===== config.mk =====
export PLATFORM = sky130hd
export DESIGN_NAME = lift_motion_ctrl_flat
export DESIGN_NICKNAME = d
export VERILOG_FILES = /design/src/rtl/lift_pkg.sv /design/src/rtl/lift_motion_ctrl_if.sv /design/src/rtl/lift_travel_timer.sv /design/src/rtl/lift_motion_ctrl.sv /design/src/flat_wrapper.sv
export SDC_FILE = /design/constraint.sdc
export NUM_CORES = 1
export LEC_CHECK = 0
export ABC_CLOCK_PERIOD_IN_PS = 4100
export CAP_MARGIN = 20
export CORE_UTILIZATION = 50
export DETAILED_ROUTE_END_ITERATION = 12
export HOLD_SLACK_MARGIN = 0.02
export MAX_ROUTING_LAYER = met4
export PLACE_DENSITY = 0.72
export SYNTH_ARGS = -nofsm -noshare
export SYNTH_HDL_FRONTEND = slang
export SYNTH_SLANG_ARGS = --single-unit

===== constraint.sdc =====
create_clock -name Clock -period 4.1 [get_ports Clock]
set_input_delay 0.82 -clock Clock [delete_from_list [all_inputs] [get_ports Clock]]
set_output_delay 0.82 -clock Clock [all_outputs]
set_load 0.005 [all_outputs]

===== src/rtl/lift_pkg.sv =====
// Shared types and default sizing for the single-lift motion controller.
package lift_pkg;

  localparam int unsigned NUM_FLOORS_DEF    = 8;
  localparam int unsigned FLOOR_W_DEF       = 3;
  localparam int unsigned TRAVEL_CYCLES_DEF = 20;

  typedef enum logic [2:0] {
    IDLE       = 3'd0,
    MOVE_UP    = 3'd1,
    MOVE_DOWN  = 3'd2,
    DOOR_OPEN  = 3'd3,
    DOOR_CLOSE = 3'd4
  } lift_state_e;

  typedef enum logic {
    DIR_DOWN = 1'b0,
    DIR_UP   = 1'b1
  } lift_dir_e;

endpackage


===== src/rtl/lift_motion_ctrl_if.sv =====
// Door-timer handshake: the controller enables the timer, the timer reports expiry.
interface lift_motion_ctrl_if;

  logic Enable_counter;
  logic count_over;

  modport master (output Enable_counter, input count_over);
  modport slave  (input Enable_counter, output count_over);

endinterface


===== src/rtl/lift_travel_timer.sv =====
// Per-floor travel counter: counts 0..TRAVEL_CYCLES-1 while enabled, pulses at terminal count.
module lift_travel_timer #(
  parameter int unsigned TRAVEL_CYCLES = 20
) (
  input  logic clk,
  input  logic rst_n,
  input  logic en_i,
  input  logic clr_i,
  output logic tc_c
);

  localparam int unsigned CNT_W = (TRAVEL_CYCLES > 1) ? $clog2(TRAVEL_CYCLES) : 1;

  logic [CNT_W-1:0] cnt_q, cnt_d;

  assign tc_c = en_i && (cnt_q == CNT_W'(TRAVEL_CYCLES - 1));

  always_comb begin
    cnt_d = cnt_q;
    if (clr_i || tc_c) begin
      cnt_d = '0;
    end else if (en_i) begin
      cnt_d = cnt_q + CNT_W'(1);
    end
  end

  always_ff @(posedge clk or negedge rst_n) begin
    if (!rst_n) begin
      cnt_q <= '0;
    end else begin
      cnt_q <= cnt_d;
    end
  end

endmodule


===== src/rtl/lift_motion_ctrl.sv =====
// Single-lift controller: latches floor requests, moves one floor at a time, runs the door timer.
// Optional DOOR_REOPEN_EN: a current-floor request while the door is open restarts door timing.
module lift_motion_ctrl
  import lift_pkg::*;
#(
  parameter int unsigned NUM_FLOORS    = NUM_FLOORS_DEF,
  parameter int unsigned FLOOR_W       = FLOOR_W_DEF,
  parameter int unsigned TRAVEL_CYCLES = TRAVEL_CYCLES_DEF
) (
  input  logic                  Clock,
  input  logic                  Reset_n,
  input  logic [NUM_FLOORS-1:0] Floor_req,
  lift_motion_ctrl_if.master    door_if,
  output logic [FLOOR_W-1:0]    Current_floor,
  output logic                  Motor_up,
  output logic                  Motor_down,
  output logic                  Door_open,
  output logic [NUM_FLOORS-1:0] Req_pending
);

  lift_state_e           state_q, state_d;
  lift_dir_e             dir_q, dir_d;
  logic [FLOOR_W-1:0]    floor_q, floor_d;
  logic [NUM_FLOORS-1:0] req_q, req_d;
  logic                  first_q, first_d;
  logic                  motor_up_q, motor_up_d;
  logic                  motor_dn_q, motor_dn_d;
  logic                  door_q, door_d;
  logic                  en_q, en_d;

  logic                  moving;
  logic                  travel_tc;
  logic [FLOOR_W-1:0]    nxt_floor;
  logic                  here_pend, above_cur, below_cur;
  logic                  nxt_pend, above_nxt, below_nxt;
  logic                  ahead, behind;
  logic [NUM_FLOORS-1:0] tgt_onehot;
  logic [NUM_FLOORS-1:0] set_v;

`ifdef DOOR_REOPEN_EN
  logic reopen_q, reopen_d;
  logic reopen_hit;
`endif

  assign moving    = (state_q == MOVE_UP) || (state_q == MOVE_DOWN);
  assign nxt_floor = (state_q == MOVE_DOWN) ? floor_q - FLOOR_W'(1) : floor_q + FLOOR_W'(1);

  lift_travel_timer #(
    .TRAVEL_CYCLES(TRAVEL_CYCLES)
  ) u_travel_timer (
    .clk   (Clock),
    .rst_n (Reset_n),
    .en_i  (moving),
    .clr_i (!moving),
    .tc_c  (travel_tc)
  );

  // Request scan relative to the current floor and to the floor about to be reached.
  always_comb begin
    here_pend = 1'b0;
    above_cur = 1'b0;
    below_cur = 1'b0;
    nxt_pend  = 1'b0;
    above_nxt = 1'b0;
    below_nxt = 1'b0;
    for (int unsigned i = 0; i < NUM_FLOORS; i++) begin
      here_pend = here_pend | (req_q[i] & (FLOOR_W'(i) == floor_q));
      above_cur = above_cur | (req_q[i] & (FLOOR_W'(i) > floor_q));
      below_cur = below_cur | (req_q[i] & (FLOOR_W'(i) < floor_q));
      nxt_pend  = nxt_pend  | (req_q[i] & (FLOOR_W'(i) == nxt_floor));
      above_nxt = above_nxt | (req_q[i] & (FLOOR_W'(i) > nxt_floor));
      below_nxt = below_nxt | (req_q[i] & (FLOOR_W'(i) < nxt_floor));
    end
    ahead  = (dir_q == DIR_UP) ? above_cur : below_cur;
    behind = (dir_q == DIR_UP) ? below_cur : above_cur;
  end

`ifdef DOOR_REOPEN_EN
  always_comb begin
    reopen_hit = 1'b0;
    for (int unsigned i = 0; i < NUM_FLOORS; i++) begin
      reopen_hit = reopen_hit | (Floor_req[i] & (FLOOR_W'(i) == floor_q));
    end
  end
`endif

  // State register, request latch and registered outputs.
  always_ff @(posedge Clock or negedge Reset_n) begin
    if (!Reset_n) begin
      state_q    <= IDLE;
      dir_q      <= DIR_UP;
      floor_q    <= '0;
      req_q      <= '0;
      first_q    <= 1'b0;
      motor_up_q <= 1'b0;
      motor_dn_q <= 1'b0;
      door_q     <= 1'b0;
      en_q       <= 1'b0;
`ifdef DOOR_REOPEN_EN
      reopen_q   <= 1'b0;
`endif
    end else begin
      state_q    <= state_d;
      dir_q      <= dir_d;
      floor_q    <= floor_d;
      req_q      <= req_d;
      first_q    <= first_d;
      motor_up_q <= motor_up_d;
      motor_dn_q <= motor_dn_d;
      door_q     <= door_d;
      en_q       <= en_d;
`ifdef DOOR_REOPEN_EN
      reopen_q   <= reopen_d;
`endif
    end
  end

  // Next state, position, direction and pending-request update.
  always_comb begin
    state_d = state_q;
    dir_d   = dir_q;
    floor_d = floor_q;
`ifdef DOOR_REOPEN_EN
    reopen_d = reopen_q;
`endif
    unique case (state_q)
      IDLE: begin
        if (here_pend) begin
          state_d = DOOR_OPEN;
        end else if (ahead) begin
          state_d = (dir_q == DIR_UP) ? MOVE_UP : MOVE_DOWN;
        end else if (behind) begin
          dir_d   = (dir_q == DIR_UP) ? DIR_DOWN : DIR_UP;
          state_d = (dir_q == DIR_UP) ? MOVE_DOWN : MOVE_UP;
        end
      end
      MOVE_UP: begin
        if (travel_tc) begin
          floor_d = nxt_floor;
          if (nxt_pend)       state_d = DOOR_OPEN;
          else if (above_nxt) state_d = MOVE_UP;
          else                state_d = IDLE;
        end
      end
      MOVE_DOWN: begin
        if (travel_tc) begin
          floor_d = nxt_floor;
          if (nxt_pend)       state_d = DOOR_OPEN;
          else if (below_nxt) state_d = MOVE_DOWN;
          else                state_d = IDLE;
        end
      end
      DOOR_OPEN: begin
`ifdef DOOR_REOPEN_EN
        if (reopen_hit) begin
          state_d  = DOOR_CLOSE;
          reopen_d = 1'b1;
        end else
`endif
        if (!first_q && door_if.count_over) begin
          state_d = DOOR_CLOSE;
        end
      end
      DOOR_CLOSE: begin
`ifdef DOOR_REOPEN_EN
        if (reopen_q) begin
          state_d  = DOOR_OPEN;
          reopen_d = 1'b0;
        end else
`endif
        state_d = IDLE;
      end
      default: state_d = IDLE;
    endcase

    for (int unsigned i = 0; i < NUM_FLOORS; i++) begin
      tgt_onehot[i] = (FLOOR_W'(i) == floor_d);
    end
    // First DOOR_OPEN cycle arms the stale count_over guard and clears the served floor.
    first_d = (state_d == DOOR_OPEN) && (state_q != DOOR_OPEN);
    set_v   = Floor_req;
`ifdef DOOR_REOPEN_EN
    if ((state_q == DOOR_OPEN) || (state_d == DOOR_OPEN)) begin
      set_v = Floor_req & ~tgt_onehot;
    end
`endif
    req_d = (req_q & ~(first_d ? tgt_onehot : '0)) | set_v;
  end

  // Actuator outputs follow the next state so they change on the same edge as the state.
  always_comb begin
    motor_up_d = (state_d == MOVE_UP);
    motor_dn_d = (state_d == MOVE_DOWN);
    door_d     = (state_d == DOOR_OPEN);
    en_d       = (state_d == DOOR_OPEN);
  end

  assign Current_floor          = floor_q;
  assign Req_pending            = req_q;
  assign Motor_up               = motor_up_q;
  assign Motor_down             = motor_dn_q;
  assign Door_open              = door_q;
  assign door_if.Enable_counter = en_q;

endmodule


===== src/flat_wrapper.sv =====
// flat-port wrapper written by rule: the top's interface ports become plain ports
module lift_motion_ctrl_flat import lift_pkg::*;
#(
  parameter int unsigned NUM_FLOORS    = NUM_FLOORS_DEF,
  parameter int unsigned FLOOR_W       = FLOOR_W_DEF,
  parameter int unsigned TRAVEL_CYCLES = TRAVEL_CYCLES_DEF
)
  (Clock, Reset_n, Floor_req, Current_floor, Motor_up, Motor_down, Door_open, Req_pending, door_if_Enable_counter, door_if_count_over);
  lift_motion_ctrl_if door_if_i ();
  input  logic Clock;
  input  logic Reset_n;
  input  logic [NUM_FLOORS-1:0] Floor_req;
  output logic [FLOOR_W-1:0] Current_floor;
  output logic Motor_up;
  output logic Motor_down;
  output logic Door_open;
  output logic [NUM_FLOORS-1:0] Req_pending;
  output wire logic [$bits(door_if_i.Enable_counter)-1:0] door_if_Enable_counter;
  input wire logic [$bits(door_if_i.count_over)-1:0] door_if_count_over;
  assign door_if_Enable_counter = door_if_i.Enable_counter;
  assign door_if_i.count_over = door_if_count_over;
  lift_motion_ctrl #(.NUM_FLOORS(NUM_FLOORS), .FLOOR_W(FLOOR_W), .TRAVEL_CYCLES(TRAVEL_CYCLES)) u_core (.Clock(Clock), .Reset_n(Reset_n), .Floor_req(Floor_req), .door_if(door_if_i), .Current_floor(Current_floor), .Motor_up(Motor_up), .Motor_down(Motor_down), .Door_open(Door_open), .Req_pending(Req_pending));
endmodule

==> flow_metrics.tcl <==
set metrics [dict create \
    first_pass_iters 6 \
    fp-row-count 21 \
    reg2regPathDepth 10 \
    whs_ns 0.4609 \
    die_h_um 62.98 \
    synth_compound_area_share_pct 23.62 \
    dp_cells 277 \
    clock_skew_ns 0.003886 \
    area_delta_synth_final_pct 19.04 \
    leakagePower_nw 0.8734 \
    insertion_delay_ns 0.26 \
    rsz0062_at_grt "false" \
    num-nets-final 255 \
    synth.net_count 234 \
    synth_top_family_by_area "simple AND/OR/NAND/NOR gates" \
    synth_cells 216 \
    wirelength_um 4571 \
    ys_seq_area_share_pct 32.37 \
    core_area_sq_mm 0.003442 \
    cts_sinks 24 \
    synthAdderAreaFrac_pct 4.711 \
    netlist_area_sq_mm 0.001859 \
    stdcell_count 282 \
    worst_slew_pin_slew_ns 0.7068 \
    vias 1757 \
    root_buffer "clkbuf_8" \
    ant_nets 0 \
    overflow 0 \
    post_cts_buffers 0 \
    timing.fmax_ghz 0.3175 \
    synthFlopType "dfrtp_1" \
    grt_pass1_wl_um 8073 \
    dieArea_sq_mm 0.003966 \
    slew_headroom_pct 52.45 \
    portBuffers 25 \
    cp.arrival_ns 3.29 \
    start_kind "flop" \
    drv_slew 0 \
    synth_edf_count 0 \
    endpoint_kind "flop" \
    crit_fanout 13 \
    min_period_over_period_pct 76.82 \
    crit_chain "inv_1, ha_1, or4b_1, o22ai_1, a32oi_2, a2111oi_2, a21oi_1, and4bb_4, inv_8, a31oi_2" \
    drt-vias-per-instance 6.230 \
    synth.area.mux_share_pct 4.172 \
    ir_drop_mv 0.4155 \
    routabilityCongestion 0.8726 \
    yosys_warnings 0 \
    crit_slowest_cell "or4b_1" \
    htree_num_levels 1 \
    grt_pass1_vias 1662 \
    async_flop_share_pct 100.0 \
    hold_buffers 0 \
    status "completed" \
    cts_inserted_buffers 3 \
    placed_area_sq_mm 0.002115 \
    cts.clk_slew.worst_paths_ns 0.08 \
    finalHoldViolations 0 \
    grtUsageTotal_pct 25.84 \
    max_cap_violations 0 \
    cpPeakStageDelay_ns 0.60 \
    hold_path_class "reg -> reg" \
    start_util_pct 54.02 \
    setup_viol 0 \
    dpl.hpwl_um 3355 \
    cts_buffer_depth 2 \
    drt_iter0_drc 222 \
    grt_start_max_net_pins 25 \
    cts_tree "built" \
    ys_seq_elements 24 \
    num_antenna_cells 0 \
    crit_required_ns 4.24 \
    syn_area_per_cell_sq_um 8.608 \
    final_area_sq_mm 0.002213 \
    drive_above_1_share_pct 13.98 \
    post_drt_wl_per_cell_um 16.21 \
    die_w_um 62.98 \
    power.total_mw 1.510 \
    worstSetupPathType "reg -> reg" \
    antenna_found_initial 0 \
    synth_xor_area_share_pct 3.701 \
    tns_ns 0 \
    synthSimpleGateAreaFrac_pct 25.03 \
    powerDensity_mw_per_mm2 682.4 \
    pin_count 26 \
    whs_path_depth 1 \
    drc_errors 0 \
    cts.repair.resized 0 \
    yosysUniqueCellTypes 62 \
    fin_crit_ns 3.150 \
]
-- kinds of logic (layout without fill, tap and decap cells) --
group	count (synthesis)	count (layout)
mux	7	7
xor+xnor	7	7
compound gates	60	60
buf+inv	24	44
simple gates	87	87
flops	24	24
fa+ha+maj	7	7
-- cells in the mapped netlist (2+ instances only) --
master	n	area (sq um)
nor2_1	29	108.9
dfrtp_1	23	575.6
nand2_1	20	75.07
a21oi_1	15	75.07
o21ai_0	13	65.06
inv_1	11	41.29
nor4_1	9	56.30
ha_1	7	87.58
a31oi_2	6	75.07
nand3_1	5	25.02
clkbuf_1	4	15.01
mux2i_1	4	40.04
nand2b_1	4	25.02
nor2b_1	4	25.02
a31oi_1	3	18.77
buf_2	3	15.01
nor3b_1	3	22.52
o22ai_1	3	18.77
xnor2_1	3	26.28
xor2_1	3	26.28
mux2_2	2	22.52
o211ai_1	2	15.01
-- critical path, delay by kind of cell (launching register included) --
family / cells / cell delay [ns]
AOI/OAI and AO/OA: 5 / 0.92
adders and majority gates: 1 / 0.48
buffers and inverters: 2 / 0.24
DFF: 1 / 0.54
and+or+nand+nor: 2 / 0.86
-- cell type report --
type,instances,area (sq um)
fillers,286,1229
well taps,46,57.56
inverters,13,58.81
repair buffers,27,285.3
clock buffers,3,41.29
multi-input cells,168,1139
flip-flops and latches,24,601.8
clock inverters,1,30.03
-- flip-flops by register name, summed over array words and instances, names as in the netlist --
name and cells:
u_core.Door_open 1, u_core.u_travel_timer.cnt_q 5, u_core.Req_pending 8, u_core.dir_q 1, u_core.state_q 3, u_core.Motor_down 1
u_core.Current_floor 3, u_core.Motor_up 1, u_core.first_q 1
-- layout by cell type, fill, tap and decap left out, drive strengths merged, types with 5 or more instances in the layout --
cell,synthesis,final
nor4,9,9
dfrtp,23,23
ha,7,7
nand2,20,20
a31oi,9,9
a21oi,15,15
clkdlybuf4s50,0,25
nor2,30,30
o21ai,14,14
inv,13,13
nand3,5,5
-- metal layers --
layer	vias to the layer above	GRT usage, %	share of wire [%]
met5	-	-	0
met4	0	6.977	1.2
met3	8	2.372	6.8
met2	91	39.52	48
met1	838	36.41	44
li1	820	-	-
-- final timing paths --
check                                                    start                             end  slack [ns]
worst max register to register         u_core.Current_floor[1]           u_core.Req_pending[6]        0.95
worst max-delay path                   u_core.Current_floor[1]           u_core.Req_pending[6]        0.95
worst min-delay path            u_core.u_travel_timer.cnt_q[0]  u_core.u_travel_timer.cnt_q[0]        0.46
max in group asynchronous                              Reset_n                    u_core.dir_q        2.86
min in group asynchronous                              Reset_n                u_core.Door_open        0.79
worst min register to register  u_core.u_travel_timer.cnt_q[0]  u_core.u_travel_timer.cnt_q[0]        0.46
-- per-stage QoR --
stage | utilization [%] | worst slack, ns
floorplan | - | 1.247
global placement | 61.43 | 1.101
detailed placement | 61.43 | 0.9834
CTS | 63.50 | 0.9776
global route | 64.30 | 0.7729
finish | 64.30 | 0.9503
-- report_power, final --
group	switching, mW	internal (mW)
registers	0.0847	0.298
clock network	0.0713	0.130
logic	0.538	0.389
Note: power is estimated with default switching activity, not from simulation.
